## config.mk

```make
export PLATFORM = sky130hd
export DESIGN_NAME = tlc_fsm
export DESIGN_NICKNAME = d
export VERILOG_FILES = /design/src/rtl/tlc_fsm.sv
export SDC_FILE = /design/constraint.sdc
export NUM_CORES = 1
export LEC_CHECK = 0
export ABC_AREA = 0
export BUFFER_PORTS_ARGS = -buffer_cell sky130_fd_sc_hd__buf_2
export CORE_AREA = 2 2 39 41
export CTS_BUF_LIST = sky130_fd_sc_hd__clkbuf_8
export CTS_CLUSTER_DIAMETER = 80
export DETAILED_ROUTE_END_ITERATION = 10
export DIE_AREA = 0 0 41 43
export GPL_TIMING_DRIVEN = 1
export PLACE_DENSITY = 0.56
export SLEW_MARGIN = 15
export SYNTH_ARGS = -nofsm -noshare
export SYNTH_HDL_FRONTEND = slang
export SYNTH_SLANG_ARGS = --single-unit
```

## constraint.sdc

```tcl
create_clock -name clk -period 3.7 [get_ports clk]
set_input_delay 0.74 -clock clk [delete_from_list [all_inputs] [get_ports clk]]
set_output_delay 0.74 -clock clk [all_outputs]
set_load 0.01 [all_outputs]
```

## src/rtl/tlc_fsm.sv

```systemverilog
`default_nettype none
// ============================================================================
// Module   : tlc_fsm
// Purpose  : Highway / farm-road traffic-light controller. It sits upstream of
//            the short/long interval timer. It issues the timer restart
//            strobes (trS, trL), consumes the timeout flags (tS, tL) and
//            synchronises the farm-road car sensor. All outputs are
//            registered.
// Options  : PED_REQ_EN - when defined, adds the ped_req input and the walk
//            output for pedestrian requests.
// Revision : 1.0 - initial release
// ============================================================================
module tlc_fsm #(
    // Synchroniser depth on the car sensor. The legal range is 2..4.
    parameter int SYNC_STAGES     = 2,
    // 1: car=1 means a car is waiting. 0: the sensor input is active-low.
    parameter int CAR_ACTIVE_HIGH = 1
) (
    input  logic       clk,
    input  logic       reset,      // asynchronous, active-low
    input  logic       car,
    input  logic       tS,
    input  logic       tL,
    output logic       trS,
    output logic       trL,
    output logic [1:0] hwy,
    output logic [1:0] farm,
    output logic [1:0] state
`ifdef PED_REQ_EN
    ,
    input  logic       ped_req,
    output logic       walk
`endif
);

    // Light encoding shared by both roads.
    localparam logic [1:0] c_RED    = 2'b00;
    localparam logic [1:0] c_YELLOW = 2'b01;
    localparam logic [1:0] c_GREEN  = 2'b10;

    typedef enum logic [1:0] {
        ST_HG = 2'd0,   // highway green, farm red
        ST_HY = 2'd1,   // highway yellow, farm red
        ST_FG = 2'd2,   // highway red, farm green
        ST_FY = 2'd3    // highway red, farm yellow
    } state_t;

    // ------------------------------------------------------------------------
    // Car sensor: polarity normalisation, then a synchroniser chain.
    // ------------------------------------------------------------------------
    logic                   w_car_in;
    logic [SYNC_STAGES-1:0] r_sync;
    logic                   w_car_s;

    generate
        if (CAR_ACTIVE_HIGH != 0) begin : g_car_active_high
            assign w_car_in = car;
        end else begin : g_car_active_low
            assign w_car_in = ~car;
        end
    endgenerate

    // Shift the raw sensor through SYNC_STAGES flops before the FSM uses it.
    always_ff @(posedge clk or negedge reset) begin
        if (!reset) begin
            r_sync <= '0;
        end else begin
            r_sync <= {r_sync[SYNC_STAGES-2:0], w_car_in};
        end
    end

    assign w_car_s = r_sync[SYNC_STAGES-1];

    // ------------------------------------------------------------------------
    // Controller state and registered outputs.
    // ------------------------------------------------------------------------
    state_t     r_state;
    state_t     w_state_nxt;
    logic [1:0] r_hwy;
    logic [1:0] w_hwy_nxt;
    logic [1:0] r_farm;
    logic [1:0] w_farm_nxt;
    logic       r_trs;
    logic       w_trs_nxt;
    logic       r_trl;
    logic       w_trl_nxt;
    // r_armed stays low until the timer has consumed the latest restart
    // pulse. This ensures that timeout flags left over from the previous
    // interval cannot cause a transition.
    logic       r_armed;
    logic       w_armed_nxt;
    // r_start is high only between reset release and the first edge. It
    // fires the launch pulse for the first HG long interval, because a
    // timer that has just come out of reset has no interval running.
    logic       r_start;
    logic       w_start_nxt;

    // Exit conditions. With the pedestrian option enabled, a pending request
    // counts as a car at HG. The request also holds FG until the long
    // interval expires.
    logic       w_hg_go;
    logic       w_fg_exit;

`ifdef PED_REQ_EN
    logic       r_ped;
    logic       w_ped_nxt;
    logic       r_walk;
    logic       w_walk_nxt;

    assign w_hg_go   = (w_car_s || r_ped) && tL;
    assign w_fg_exit = r_ped ? tL : (!w_car_s || tL);
`else
    assign w_hg_go   = w_car_s && tL;
    assign w_fg_exit = !w_car_s || tL;
`endif

    // Next-state logic, restart-pulse generation, arming and light decode.
    always_comb begin
        w_state_nxt = r_state;
        w_trs_nxt   = 1'b0;
        w_trl_nxt   = 1'b0;
        w_armed_nxt = r_armed;
        w_start_nxt = r_start;
`ifdef PED_REQ_EN
        w_ped_nxt   = r_ped | ped_req;
`endif

        if (r_start) begin
            // Launch the first HG long interval.
            w_trl_nxt   = 1'b1;
            w_start_nxt = 1'b0;
            w_armed_nxt = 1'b0;
        end else if (r_trs || r_trl) begin
            // The timer consumes the pulse on this edge. Timeouts seen from
            // now on belong to the new interval.
            w_armed_nxt = 1'b1;
        end else if (r_armed) begin
            case (r_state)
                ST_HG: begin
                    if (w_hg_go) begin
                        w_state_nxt = ST_HY;
                        w_trs_nxt   = 1'b1;
                        w_armed_nxt = 1'b0;
                    end
                end
                ST_HY: begin
                    if (tS) begin
                        w_state_nxt = ST_FG;
                        w_trl_nxt   = 1'b1;
                        w_armed_nxt = 1'b0;
                    end
                end
                ST_FG: begin
                    if (w_fg_exit) begin
                        w_state_nxt = ST_FY;
                        w_trs_nxt   = 1'b1;
                        w_armed_nxt = 1'b0;
`ifdef PED_REQ_EN
                        // The request has been served. A request that arrives
                        // on this same edge is kept for the next cycle.
                        w_ped_nxt   = ped_req;
`endif
                    end
                end
                ST_FY: begin
                    if (tS) begin
                        w_state_nxt = ST_HG;
                        w_trl_nxt   = 1'b1;
                        w_armed_nxt = 1'b0;
                    end
                end
                default: begin
                    w_state_nxt = ST_HG;
                end
            endcase
        end

        // The lights follow the next state. They are therefore registered
        // together with it, and the two roads cannot both be non-red.
        w_hwy_nxt  = c_RED;
        w_farm_nxt = c_RED;
        case (w_state_nxt)
            ST_HG: w_hwy_nxt  = c_GREEN;
            ST_HY: w_hwy_nxt  = c_YELLOW;
            ST_FG: w_farm_nxt = c_GREEN;
            ST_FY: w_farm_nxt = c_YELLOW;
            default: begin
                w_hwy_nxt  = c_RED;
                w_farm_nxt = c_RED;
            end
        endcase

`ifdef PED_REQ_EN
        w_walk_nxt = (w_state_nxt == ST_FG) && w_ped_nxt;
`endif
    end

    // State, lights, pulses and arming register. Reset forces HG at once and
    // cancels any pulse in flight.
    always_ff @(posedge clk or negedge reset) begin
        if (!reset) begin
            r_state <= ST_HG;
            r_hwy   <= c_GREEN;
            r_farm  <= c_RED;
            r_trs   <= 1'b0;
            r_trl   <= 1'b0;
            r_armed <= 1'b0;
            r_start <= 1'b1;
        end else begin
            r_state <= w_state_nxt;
            r_hwy   <= w_hwy_nxt;
            r_farm  <= w_farm_nxt;
            r_trs   <= w_trs_nxt;
            r_trl   <= w_trl_nxt;
            r_armed <= w_armed_nxt;
            r_start <= w_start_nxt;
        end
    end

`ifdef PED_REQ_EN
    // Sticky pedestrian request flag and walk indicator.
    always_ff @(posedge clk or negedge reset) begin
        if (!reset) begin
            r_ped  <= 1'b0;
            r_walk <= 1'b0;
        end else begin
            r_ped  <= w_ped_nxt;
            r_walk <= w_walk_nxt;
        end
    end

    assign walk = r_walk;
`endif

    assign trS   = r_trs;
    assign trL   = r_trl;
    assign hwy   = r_hwy;
    assign farm  = r_farm;
    assign state = r_state;

    // ------------------------------------------------------------------------
    // Safety properties.
    // ------------------------------------------------------------------------
    a_one_trigger : assert property (@(posedge clk) disable iff (!reset)
        !(r_trs && r_trl));

    a_one_road_moving : assert property (@(posedge clk) disable iff (!reset)
        (r_hwy == c_RED) || (r_farm == c_RED));

    a_trs_single : assert property (@(posedge clk) disable iff (!reset)
        r_trs |=> !r_trs);

    a_trl_single : assert property (@(posedge clk) disable iff (!reset)
        r_trl |=> !r_trl);

endmodule
`default_nettype wire

```

### After elaboration in Yosys (flattened, before gate mapping)

Index checks and enable logic that the tools add are counted.

| word-level totals | value |
|---|---|
| output and inout bits | 8 |
| ROM bits | 0 |
| memories kept | 0 |
| input port bits | 5 |
| bits in writable memories | 0 |
| flip-flop bits (word level) | 12 |
| bits in latches | 0 |

| operators by class | value |
|---|---|
| add/sub/neg operators | 0 |
| reductions and logical operators | 7 |
| shift operators | 0 |
| order comparisons | 0 |
| multiplexer cells | 28 |
| equality and inequality tests | 6 |
| bitwise logic cells | 0 |
| $mul | 0 |
| div/mod/pow operators | 0 |

Operators by type and width:

| kind | count |
|---|---|
| $mux 1 | 16 |
| $mux 2 | 7 |
| $eq 2x2->1 const B | 4 |
| $pmux 2 s2 | 2 |
| $pmux 2 s4 | 1 |
| $eq 2x1->1 const B | 2 |
| $logic_not 2->1 | 2 |
| $pmux 1 s3 | 1 |
| $logic_or 1x1->1 | 2 |
| $pmux 1 s2 | 1 |
| $reduce_or 2->1 | 1 |
| $logic_and 1x1->1 | 1 |
| $logic_not 1->1 | 1 |

### Logic depth before layout (Yosys ltp)

Gate-level depths: netlist of the first run.

| depth | value |
|---|---|
| word-level depth | 9 |
| depth in mapped cells | 4 |
| gate-level depth less buffers | 3 |

### Least setup slack after synthesis of the first run

No wires, ideal clock.

| timing path | value |
|---|---|
| kind | input to register |
| start point | in tL |
| end point | reg r_armed |
| path buffers | 0 |
| path slack | 2,258 ps |
| stages | 3 |
| arrival time | 1,357 ps |
| cell sequence | mux2_2 > o211a_1 > nor3_1 |

| on the way | value |
|---|---|
| cells in the longest elaborated chain, start to end | 6 |
| elaborated cells on any way between the ends | 8 |

Ends and longest elaborated chain:

| item | line | source |
|---|---|---|
| start, declared | 23 | `input logic tL,` |
| $logic_or 1x1->1 or $logic_and 1x1->1 (tied branches) | 114, 113 |  |
| $mux 1, on equally long branches | 154, 140 |  |
| $pmux 1 s3 * | 138 | `case (r_state)` |
| $mux 1 * | 137 | `end else if (r_armed) begin` |
| $mux 1 * | 133 | `end else if (r_trs \|\| r_trl) begin` |
| $mux 1 * | 128 | `if (r_start) begin` |
| named net w_armed_nxt | 91 | `logic w_armed_nxt;` |
| end signal, assigned | 215 | `r_armed <= w_armed_nxt;` |
| end, declared | 90 | `logic r_armed;` |

The timed path passes the listed nets; every way through them passes the cells marked *.

### Worst setup path after layout of the first run

| timing path | value |
|---|---|
| start point | reg r_state[1] (netlist: state[1]) |
| end point | out state[1] |

RTL lines:

| item | line | source |
|---|---|---|
| start, declared | 77 | `state_t r_state;` |
| start signal, assigned | 210 | `r_state <= w_state_nxt;` |
| end, declared | 28 | `output logic [1:0] state` |

No word-level cell between the ends.

==> results.py, run 1 <==
metrics = {
    "placed_design": {
        "place_hpwl_um": 658.7,
        "numPortBuffers": 12,
        "dp_slack_ns": 2.067,
        "place_congestion": 0.7145,
        "placed_cells": 60,
    },
    "sta": {
        "setup_tns_ns": 0,
        "fin_skew_ns": 0.004097,
        "period_share_pct": 45.47,
        "setup_viol": 0,
        "slew_viol_final": 0,
        "fmax_mhz": 594.4,
        "hold_viol": 0,
        "period_minus_slack_ns": 1.682,
        "rsz0062_at_grt": "false",
        "worst_slack_ns": 2.018,
    },
    "hold_path": {
        "worstHoldStart": "r_sync[0]$_DFF_PN0_",
        "hold_class": "register to register",
        "min_to": "r_sync[1]$_DFF_PN0_",
        "min_path_cells": 0,
    },
    "worst_setup_path": {
        "arrival_ns": 0.94,
        "regToRegStartpoint": "trL$_DFF_PN0_",
        "slowest_stage": "dfrtp_1",
        "crit_buf_inv": 1,
        "regToRegSetupSlack_ns": 2.28,
        "path_class": "register to output pin",
        "rr_worst_depth": 3,
        "reg2reg_to": "farm[1]$_DFF_PN0_",
        "max_stage_delay_ns": 0.51,
        "crit_family": "flip-flops",
        "cp.required_ns": 2.96,
        "endpoint_kind": "output pin",
        "critical_path.max_fanout": 8,
        "cp_cell_sequence": "buf_2",
        "startpoint_type": "register",
    },
    "power_and_ir_drop": {
        "clockPowerShare_pct": 30.9,
        "powerDensity_nw_per_um2": 754.5,
        "power_uw": 456.0,
        "power_switching_uw": 135.2,
        "ir_drop_mv": 0.3505,
        "combPwrFrac_pct": 24.6,
        "internal_power_uw": 320.7,
        "leakagePower_uw": 0.0003021,
        "switching_share_pct": 29.66,
        "p_seq_share_pct": 44.5,
    },
    "final_layout": {
        "area_delta_synth_final_pct": 23.85,
        "fin_util_pct": 43.67,
        "fin_nets": 54,
        "num-fill-cells": 136,
        "multiInputGateArea_um2": 166.4,
        "final_common_cell": "buf_2",
        "insertedDiodeCount": 0,
        "drive_gt1_share_pct": 50.00,
        "mostFrequentLayoutCells": "buf_2 (12), dfrtp_1 (10), clkbuf_8 (4), nor2_1 (3), nor3_1 (3)",
        "final_cells": 64,
        "regArea_um2": 302.8,
    },
    "synth": {
        "synth_nets": 39,
        "yosysWarnings": 0,
        "synth_cell_types": 20,
        "syn_area_um2": 488.0,
        "synth_seq_cells": 12,
        "synth_area_per_cell_um2": 14.35,
        "synth_cells": 34,
        "synth_edf_count": 0,
        "ys_async_sr_fraction_pct": 100.0,
        "ys.flop_type": "dfrtp_1",
        "ys_seq_area_share_pct": 62.05,
    },
    "routing": {
        "dr.pass1.iters": 2,
        "num_vias": 316,
        "wirelength_um": 869,
        "dr.first_iter.drc_count": 1,
        "wl_per_cell_um": 13.58,
        "drtAntennaViolNets": 0,
        "viasPerCell": 4.938,
        "drc_errors": 0,
    },
    "cts": {
        "cts_buffer_depth": 2,
        "path_clk_slew_ns": 0.05,
        "numCtsBuffers": 3,
        "cts_tree": "yes",
        "cts_num_sinks": 12,
        "post-cts-setup-buffer-count": 0,
        "ctsHoldBuffers": 0,
        "cts_resized": 0,
        "clk_latency_ns": 0.24,
        "cts_root_buf": "clkbuf_8",
        "htreeDepth": 1,
    },
    "global_route": {
        "grt_start_max_net_pins": 13,
        "antenna_found_initial": 0,
        "grtUsageMet1_pct": 12.63,
        "first_global_vias": 302,
        "busiest_layer": "met2",
        "grt_pass1_wl_mm": 1.345,
        "grt_use_met2_pct": 18.75,
        "track_usage_pct": 12.37,
        "grtUsageMet3_pct": 4.712,
        "grt.overflow.total": 0,
    },
    "floorplan": {
        "chipHeight_um": 43,
        "coreArea_um2": 1384,
        "die_x_um": 41,
        "start_util_pct": 35.26,
        "ios": 13,
        "num_rows": 14,
        "dieArea_um2": 1763,
    },
    "job": {
        "drv_cap": 0,
    },
    "outcome": {
        "status": "completed",
    },
}
how the worst max path moves through the flow:
stage,from,end,slack [ns],cells after the start
3_5_place_dp,tL,r_armed$_DFF_PN0_,2.07,4
2_1_floorplan,tL,r_armed$_DFF_PN0_,2.26,3
4_1_cts,state[1]$_DFF_PN0_,state[1],2.00,1
5_1_grt,state[1]$_DFF_PN0_,state[1],1.98,1
6_report,state[1]$_DFF_PN0_,state[1],2.02,1
3_3_place_gp,tL,r_armed$_DFF_PN0_,2.12,4
final cells by class:
| type | count | area share (%) |
|---|---|---|
| clock buffer | 4 | 9.110 |
| multi-input combinational | 20 | 27.54 |
| sequential | 12 | 50.10 |
| tap | 16 | 3.313 |
| timing repair buffer | 12 | 9.938 |
routing by layer:
| layer | vias up | part of all wire, % |
|---|---|---|
| met4 | 0 | 2.9 |
| met5 | - | 0 |
| met2 | 12 | 53 |
| met1 | 156 | 37 |
| li1 | 144 | - |
| met3 | 4 | 6.6 |
registers in the layout, summed over array words and instances (netlist names):
name,flops
farm,2
hwy,2
r_armed,1
r_start,1
r_sync,2
state,2
trL,1
trS,1
synth_stat cells, drive strengths merged (2+ instances only):
cell type	count	share of area (%)
buf	2	3.8
dfrtp	10	51
dfstp	2	11
mux2	2	5.4
nor2	3	2.3
nor3	3	3.1
power by group through the flow:
stage	Sequential [uW]	Clock, uW	Combinational, uW
2_1_floorplan	209	0	68.3
3_3_place_gp	203	0	109
3_5_place_dp	206	0	114
4_1_cts	203	146	115
5_1_grt	207	150	124
6_report	203	141	112
cells by family after synthesis:
kind of cell	share of synthesized area, %
compound gates	9.488
mux	5.384
flops	62.05
simple gates	15.13
buf+inv	3.847
other cells	0.7685
xor+xnor	3.334
stage by stage:
step / instance area [um2] / hold slack (ns)
floorplan: 488.0 / 0.3312
global placement: 549.3 / 0.3339
detailed placement: 549.3 / 0.3452
CTS: 604.3 / 0.3565
global route: 604.3 / 0.3791
finish: 604.3 / 0.3500
Note: power is estimated with default switching activity, not from simulation.
==> run 2: changes to the inputs <==
==> constraint.sdc (replaced) <==
create_clock -name clk -period 1.55 [get_ports clk]
set_input_delay 0.31 -clock clk [delete_from_list [all_inputs] [get_ports clk]]
set_output_delay 0.31 -clock clk [all_outputs]
set_load 0.01 [all_outputs]
==> run 2 against run 1 <==
Effect of this change: largest power group unchanged; worst hold slack got worse by 0.17 ns; die area did not move; first-iteration DRC count rose to 5.0 times the previous value; highest routed layer unchanged; setup slack got worse by 1.9 ns; critical path depth rose by 2; largest cell class unchanged; via count fell by 1.3%; non-clock buffer count rose by 1; cell count did not move; combinational power rose by 140%; flip-flop and latch count did not move.
==> results.py, run 2 (synthesis gave the netlist of run 1 again) <==
metrics = {
    "outcome": {
        "status": "completed",
    },
    "cts": {
        "cts_num_sinks": 12,
        "clk_latency_ns": 0.24,
        "cts_tree": "yes",
        "htreeDepth": 1,
        "cts_resized": 0,
        "numCtsBuffers": 3,
        "path_clk_slew_ns": 0.05,
        "cts_buffer_depth": 2,
        "cts_root_buf": "clkbuf_8",
    },
    "global_route": {
        "antenna_found_initial": 0,
        "track_usage_pct": 11.85,
        "first_global_vias": 303,
        "grt_pass1_wl_mm": 1.297,
        "grt_start_max_net_pins": 13,
        "grt.overflow.total": 0,
    },
    "power_and_ir_drop": {
        "combPwrFrac_pct": 25.9,
        "ir_drop_mv": 0.5364,
        "internal_power_uw": 713.6,
        "switching_share_pct": 30.48,
        "p_seq_share_pct": 47.4,
        "power_switching_uw": 312.8,
        "leakagePower_uw": 0.0002990,
        "powerDensity_nw_per_um2": 1709,
        "power_uw": 1026,
        "clockPowerShare_pct": 26.7,
    },
    "sta": {
        "period_share_pct": 90.27,
        "slew_viol_final": 0,
        "period_minus_slack_ns": 1.399,
        "fin_skew_ns": 0.002466,
        "fmax_mhz": 714.7,
        "setup_viol": 0,
        "setup_tns_ns": 0,
        "rsz0062_at_grt": "false",
        "hold_viol": 0,
    },
    "worst_setup_path": {
        "critical_path.max_fanout": 6,
        "endpoint_kind": "register",
        "startpoint_type": "register",
        "rr_worst_depth": 3,
        "cp.required_ns": 1.73,
        "path_class": "register to register",
        "arrival_ns": 1.58,
    },
    "final_layout": {
        "drive_gt1_share_pct": 47.92,
        "insertedDiodeCount": 0,
        "final_common_cell": "buf_2",
        "multiInputGateArea_um2": 166.4,
        "regArea_um2": 302.8,
        "num-fill-cells": 135,
        "fin_nets": 55,
        "mostFrequentLayoutCells": "buf_2 (12), dfrtp_1 (10), nor2_1 (3), nor3_1 (3), clkbuf_8 (3)",
        "area_delta_synth_final_pct": 23.08,
    },
    "floorplan": {
        "ios": 13,
        "num_rows": 14,
        "dieArea_um2": 1763,
        "chipHeight_um": 43,
        "die_x_um": 41,
        "coreArea_um2": 1384,
        "start_util_pct": 35.26,
    },
    "routing": {
        "wirelength_um": 833,
        "wl_per_cell_um": 13.02,
        "drtAntennaViolNets": 0,
        "drc_errors": 0,
        "dr.first_iter.drc_count": 5,
        "viasPerCell": 4.875,
        "dr.pass1.iters": 2,
        "num_vias": 312,
    },
    "placed_design": {
        "place_hpwl_um": 610.4,
        "place_congestion": 0.7483,
        "numPortBuffers": 12,
    },
    "hold_path": {
        "min_path_cells": 1,
        "hold_class": "primary input to register",
    },
    "job": {
        "drv_cap": 0,
    },
}
run 2: changes by cell type in the layout (fill, tap and decap cells not counted):
cell	previous run	this run
clkbuf_8	4	3
dlygate4sd3_1	0	1
run 2: worst max-delay path: stages, from the launching register on:
cell,delay [ns]
dfrtp_1,0.42
nor4b_4,0.37
and3_1,0.35
mux2_4,0.20
run 2: power groups by stage:
stage / Sequential (uW) / Clock [uW] / Combinational [uW]
floorplan: 499 / 0 / 163
global placement: 487 / 0 / 266
detailed placement: 492 / 0 / 268
CTS: 488 / 285 / 271
global route: 504 / 298 / 296
finish: 487 / 274 / 266
run 2: layer usage:
layer / global-route usage [%] / wire length (um) / up-vias
met4: 8.000 / 19 / 0
met1: 13.27 / 344 / 153
li1: - / - / 146
met5: 0 / 0 / -
met2: 17.50 / 415 / 11
met3: 4.712 / 54 / 2
run 2: stage by stage:
step           util (%)  hold WS, ns  std cells  instance area, um2  setup WS [ns]
6_report          43.40       0.1794         64               600.6         0.1508
5_1_grt           43.40       0.1771         64               600.6        0.07337
4_1_cts           43.40       0.1759         64               600.6         0.1513
3_5_place_dp      39.69       0.2029         60               549.3         0.1666
3_3_place_gp      39.69       0.1913         60               549.3         0.2109
2_1_floorplan         -      0.01441         34               488.0         0.2520
run 2: repair_timing:
action | CTS | global route
buffers inserted | 0 | 0
endpoints found under the hold margin | 10 | 0
hold buffers | 1 | 0
run 2: path summary, 6_finish.rpt:
kind	start	endpoint	slack (ns)
setup / recovery	trL$_DFF_PN0_	farm[1]$_DFF_PN0_	0.15
hold / removal	car	r_sync[0]$_DFF_PN0_	0.18
setup reg to reg	trL$_DFF_PN0_	farm[1]$_DFF_PN0_	0.15
hold reg to reg	r_sync[0]$_DFF_PN0_	r_sync[1]$_DFF_PN0_	0.35
max in group asynchronous	reset	hwy[1]$_DFF_PN1_	0.80
min in group asynchronous	reset	hwy[0]$_DFF_PN0_	0.48
run 2: cell type report:
type                    instances  share of cell area, %
clock buffers                   3                  6.875
multi-input cells              20                  27.71
well taps                      16                  3.333
repair buffers                 13                  11.67
flip-flops and latches         12                  50.42
==> run 3: changes to the inputs <==
--- a/config.mk
+++ b/config.mk
@@ -14,7 +14,8 @@
 export DIE_AREA = 0 0 41 43
 export GPL_TIMING_DRIVEN = 1
 export PLACE_DENSITY = 0.56
-export SLEW_MARGIN = 15
+export SETUP_SLACK_MARGIN = 0.4
+export SLEW_MARGIN = 20
 export SYNTH_ARGS = -nofsm -noshare
 export SYNTH_HDL_FRONTEND = slang
 export SYNTH_SLANG_ARGS = --single-unit
==> run 3 against run 2 <==
Effect of this change: count of clock-buffer cells in the layout is 1 higher; wire length is 10% higher; clock power is 23% higher; first-iteration DRC count is 100% lower; sequential power is 4.1% lower; maximum frequency is 9.0% higher; global-route usage is 0.40 points higher; critical path depth stayed put; via count is 13% higher.
==> results.py, run 3 (synthesis gave the netlist of run 1 again) <==
metrics = {
    "power_and_ir_drop": {
        "powerDensity_nw_per_um2": 1722,
        "power_uw": 1222,
        "ir_drop_mv": 0.7226,
        "leakagePower_uw": 0.0003508,
    },
    "placed_design": {
        "placed_cells": 61,
        "place_congestion": 0.7372,
        "numPortBuffers": 12,
        "placed_area_um2": 561.8,
    },
    "final_layout": {
        "fin_util_pct": 51.27,
        "fin_area_um2": 709.4,
        "final_cells": 72,
        "area_delta_synth_final_pct": 45.38,
        "multiInputGateArea_um2": 185.2,
        "drive_gt1_share_pct": 62.50,
        "num-fill-cells": 126,
        "fin_nets": 62,
        "mostFrequentLayoutCells": "dfrtp_1 (9), buf_2 (9), buf_4 (6), clkbuf_8 (4), buf_6 (4)",
        "regArea_um2": 304.0,
        "insertedDiodeCount": 0,
    },
    "worst_setup_path": {
        "critical_path.max_fanout": 4,
        "regToRegStartpoint": "trS$_DFF_PN0_",
        "cp_cell_sequence": "nor4b_4 -> a21oi_2 -> mux2_4",
        "slowest_stage": "dfrtp_2",
        "regToRegSetupSlack_ns": 0.27,
        "max_stage_delay_ns": 0.42,
        "rr_worst_depth": 3,
        "crit_cells": 3,
        "crit_family": "flip-flops",
        "cp.required_ns": 1.67,
        "startpoint_type": "register",
        "crit_buf_inv": 0,
        "endpoint_kind": "register",
        "arrival_ns": 1.41,
        "reg2reg_to": "farm[1]$_DFF_PN0_",
        "path_class": "register to register",
    },
    "cts": {
        "clk_latency_ns": 0.24,
        "cts_tree": "yes",
        "path_clk_slew_ns": 0.05,
        "cts_root_buf": "clkbuf_8",
        "htreeDepth": 1,
        "cts_num_sinks": 12,
        "numCtsBuffers": 3,
        "cts_buffer_depth": 2,
    },
    "sta": {
        "period_share_pct": 82.84,
        "fmax_mhz": 778.8,
        "fin_skew_ns": 0.002170,
        "slew_viol_final": 0,
        "setup_tns_ns": 0,
        "rsz0062_at_grt": "true",
        "period_minus_slack_ns": 1.284,
        "setup_viol": 0,
        "hold_viol": 0,
    },
    "routing": {
        "drtAntennaViolNets": 0,
        "num_vias": 351,
        "wl_met1_um": 348,
        "wl_met2_um": 509,
        "drc_errors": 0,
        "wl_per_cell_um": 12.75,
        "met3WireLength_um": 38,
        "highest_layer": "met4",
        "dr.first_iter.drc_count": 0,
        "viasPerCell": 4.875,
        "wirelength_um": 918,
        "dr.pass1.iters": 1,
    },
    "hold_path": {
        "worstHoldStart": "car",
        "min_path_cells": 1,
        "min_to": "r_sync[0]$_DFF_PN0_",
        "hold_class": "primary input to register",
    },
    "global_route": {
        "grt_start_max_net_pins": 13,
        "antenna_found_initial": 0,
        "grt.overflow.total": 0,
        "first_global_vias": 338,
        "track_usage_pct": 12.24,
        "grt_pass1_wl_mm": 1.386,
    },
    "job": {
        "drv_cap": 0,
    },
    "floorplan": {
        "coreArea_um2": 1384,
        "dieArea_um2": 1763,
        "num_rows": 14,
        "die_x_um": 41,
        "ios": 13,
        "chipHeight_um": 43,
        "start_util_pct": 35.26,
    },
    "outcome": {
        "status": "completed",
    },
}
[run 3: area by class of cell]
type                       instances  area share, %
clock buffer                       4          7.760
multi-input combinational         20          26.10
sequential                        12          42.86
tap                               16          2.822
timing repair buffer              20          20.46
[run 3: worst max-delay path by stage]
stage | from | end
6_report | trS$_DFF_PN0_ | farm[1]$_DFF_PN0_
4_1_cts | trS$_DFF_PN0_ | farm[1]$_DFF_PN0_
5_1_grt | trS$_DFF_PN0_ | farm[1]$_DFF_PN0_
3_5_place_dp | trS$_DFF_PN0_ | farm[1]$_DFF_PN0_
3_3_place_gp | trS$_DFF_PN0_ | farm[1]$_DFF_PN0_
2_1_floorplan | r_start$_DFF_PN1_ | farm[1]$_DFF_PN0_
[run 3: timing repair]
item                                    in CTS  in global routing
hold buffers                                 1                  0
buffers inserted                             2                  4
endpoints found under the hold margin       10                  0
endpoints found under the setup margin      11                 11
gates resized for setup                      4                  4
pin swaps                                    2                  3
[run 3: where the power goes]
part	total (uW)	internal [uW]	switching [uW]
Clock	336	224	112
Combinational	419	241	178
Sequential	467	405	61.8
Total	1220	870	352
[run 3: metrics by stage]
step	setup WS, ns	hold WS [ns]
global route	0.1999	0.1751
finish	0.2660	0.1748
CTS	0.2713	0.1691
floorplan	0.2803	0.01441
detailed placement	0.1752	0.1979
global placement	0.2173	0.1909
[run 3: routing by layer]
metal / track usage [%] / vias up
met5: 0 / -
met4: 8.000 / 0
met3: 3.141 / 2
met2: 19.38 / 9
met1: 13.56 / 177
li1: - / 163
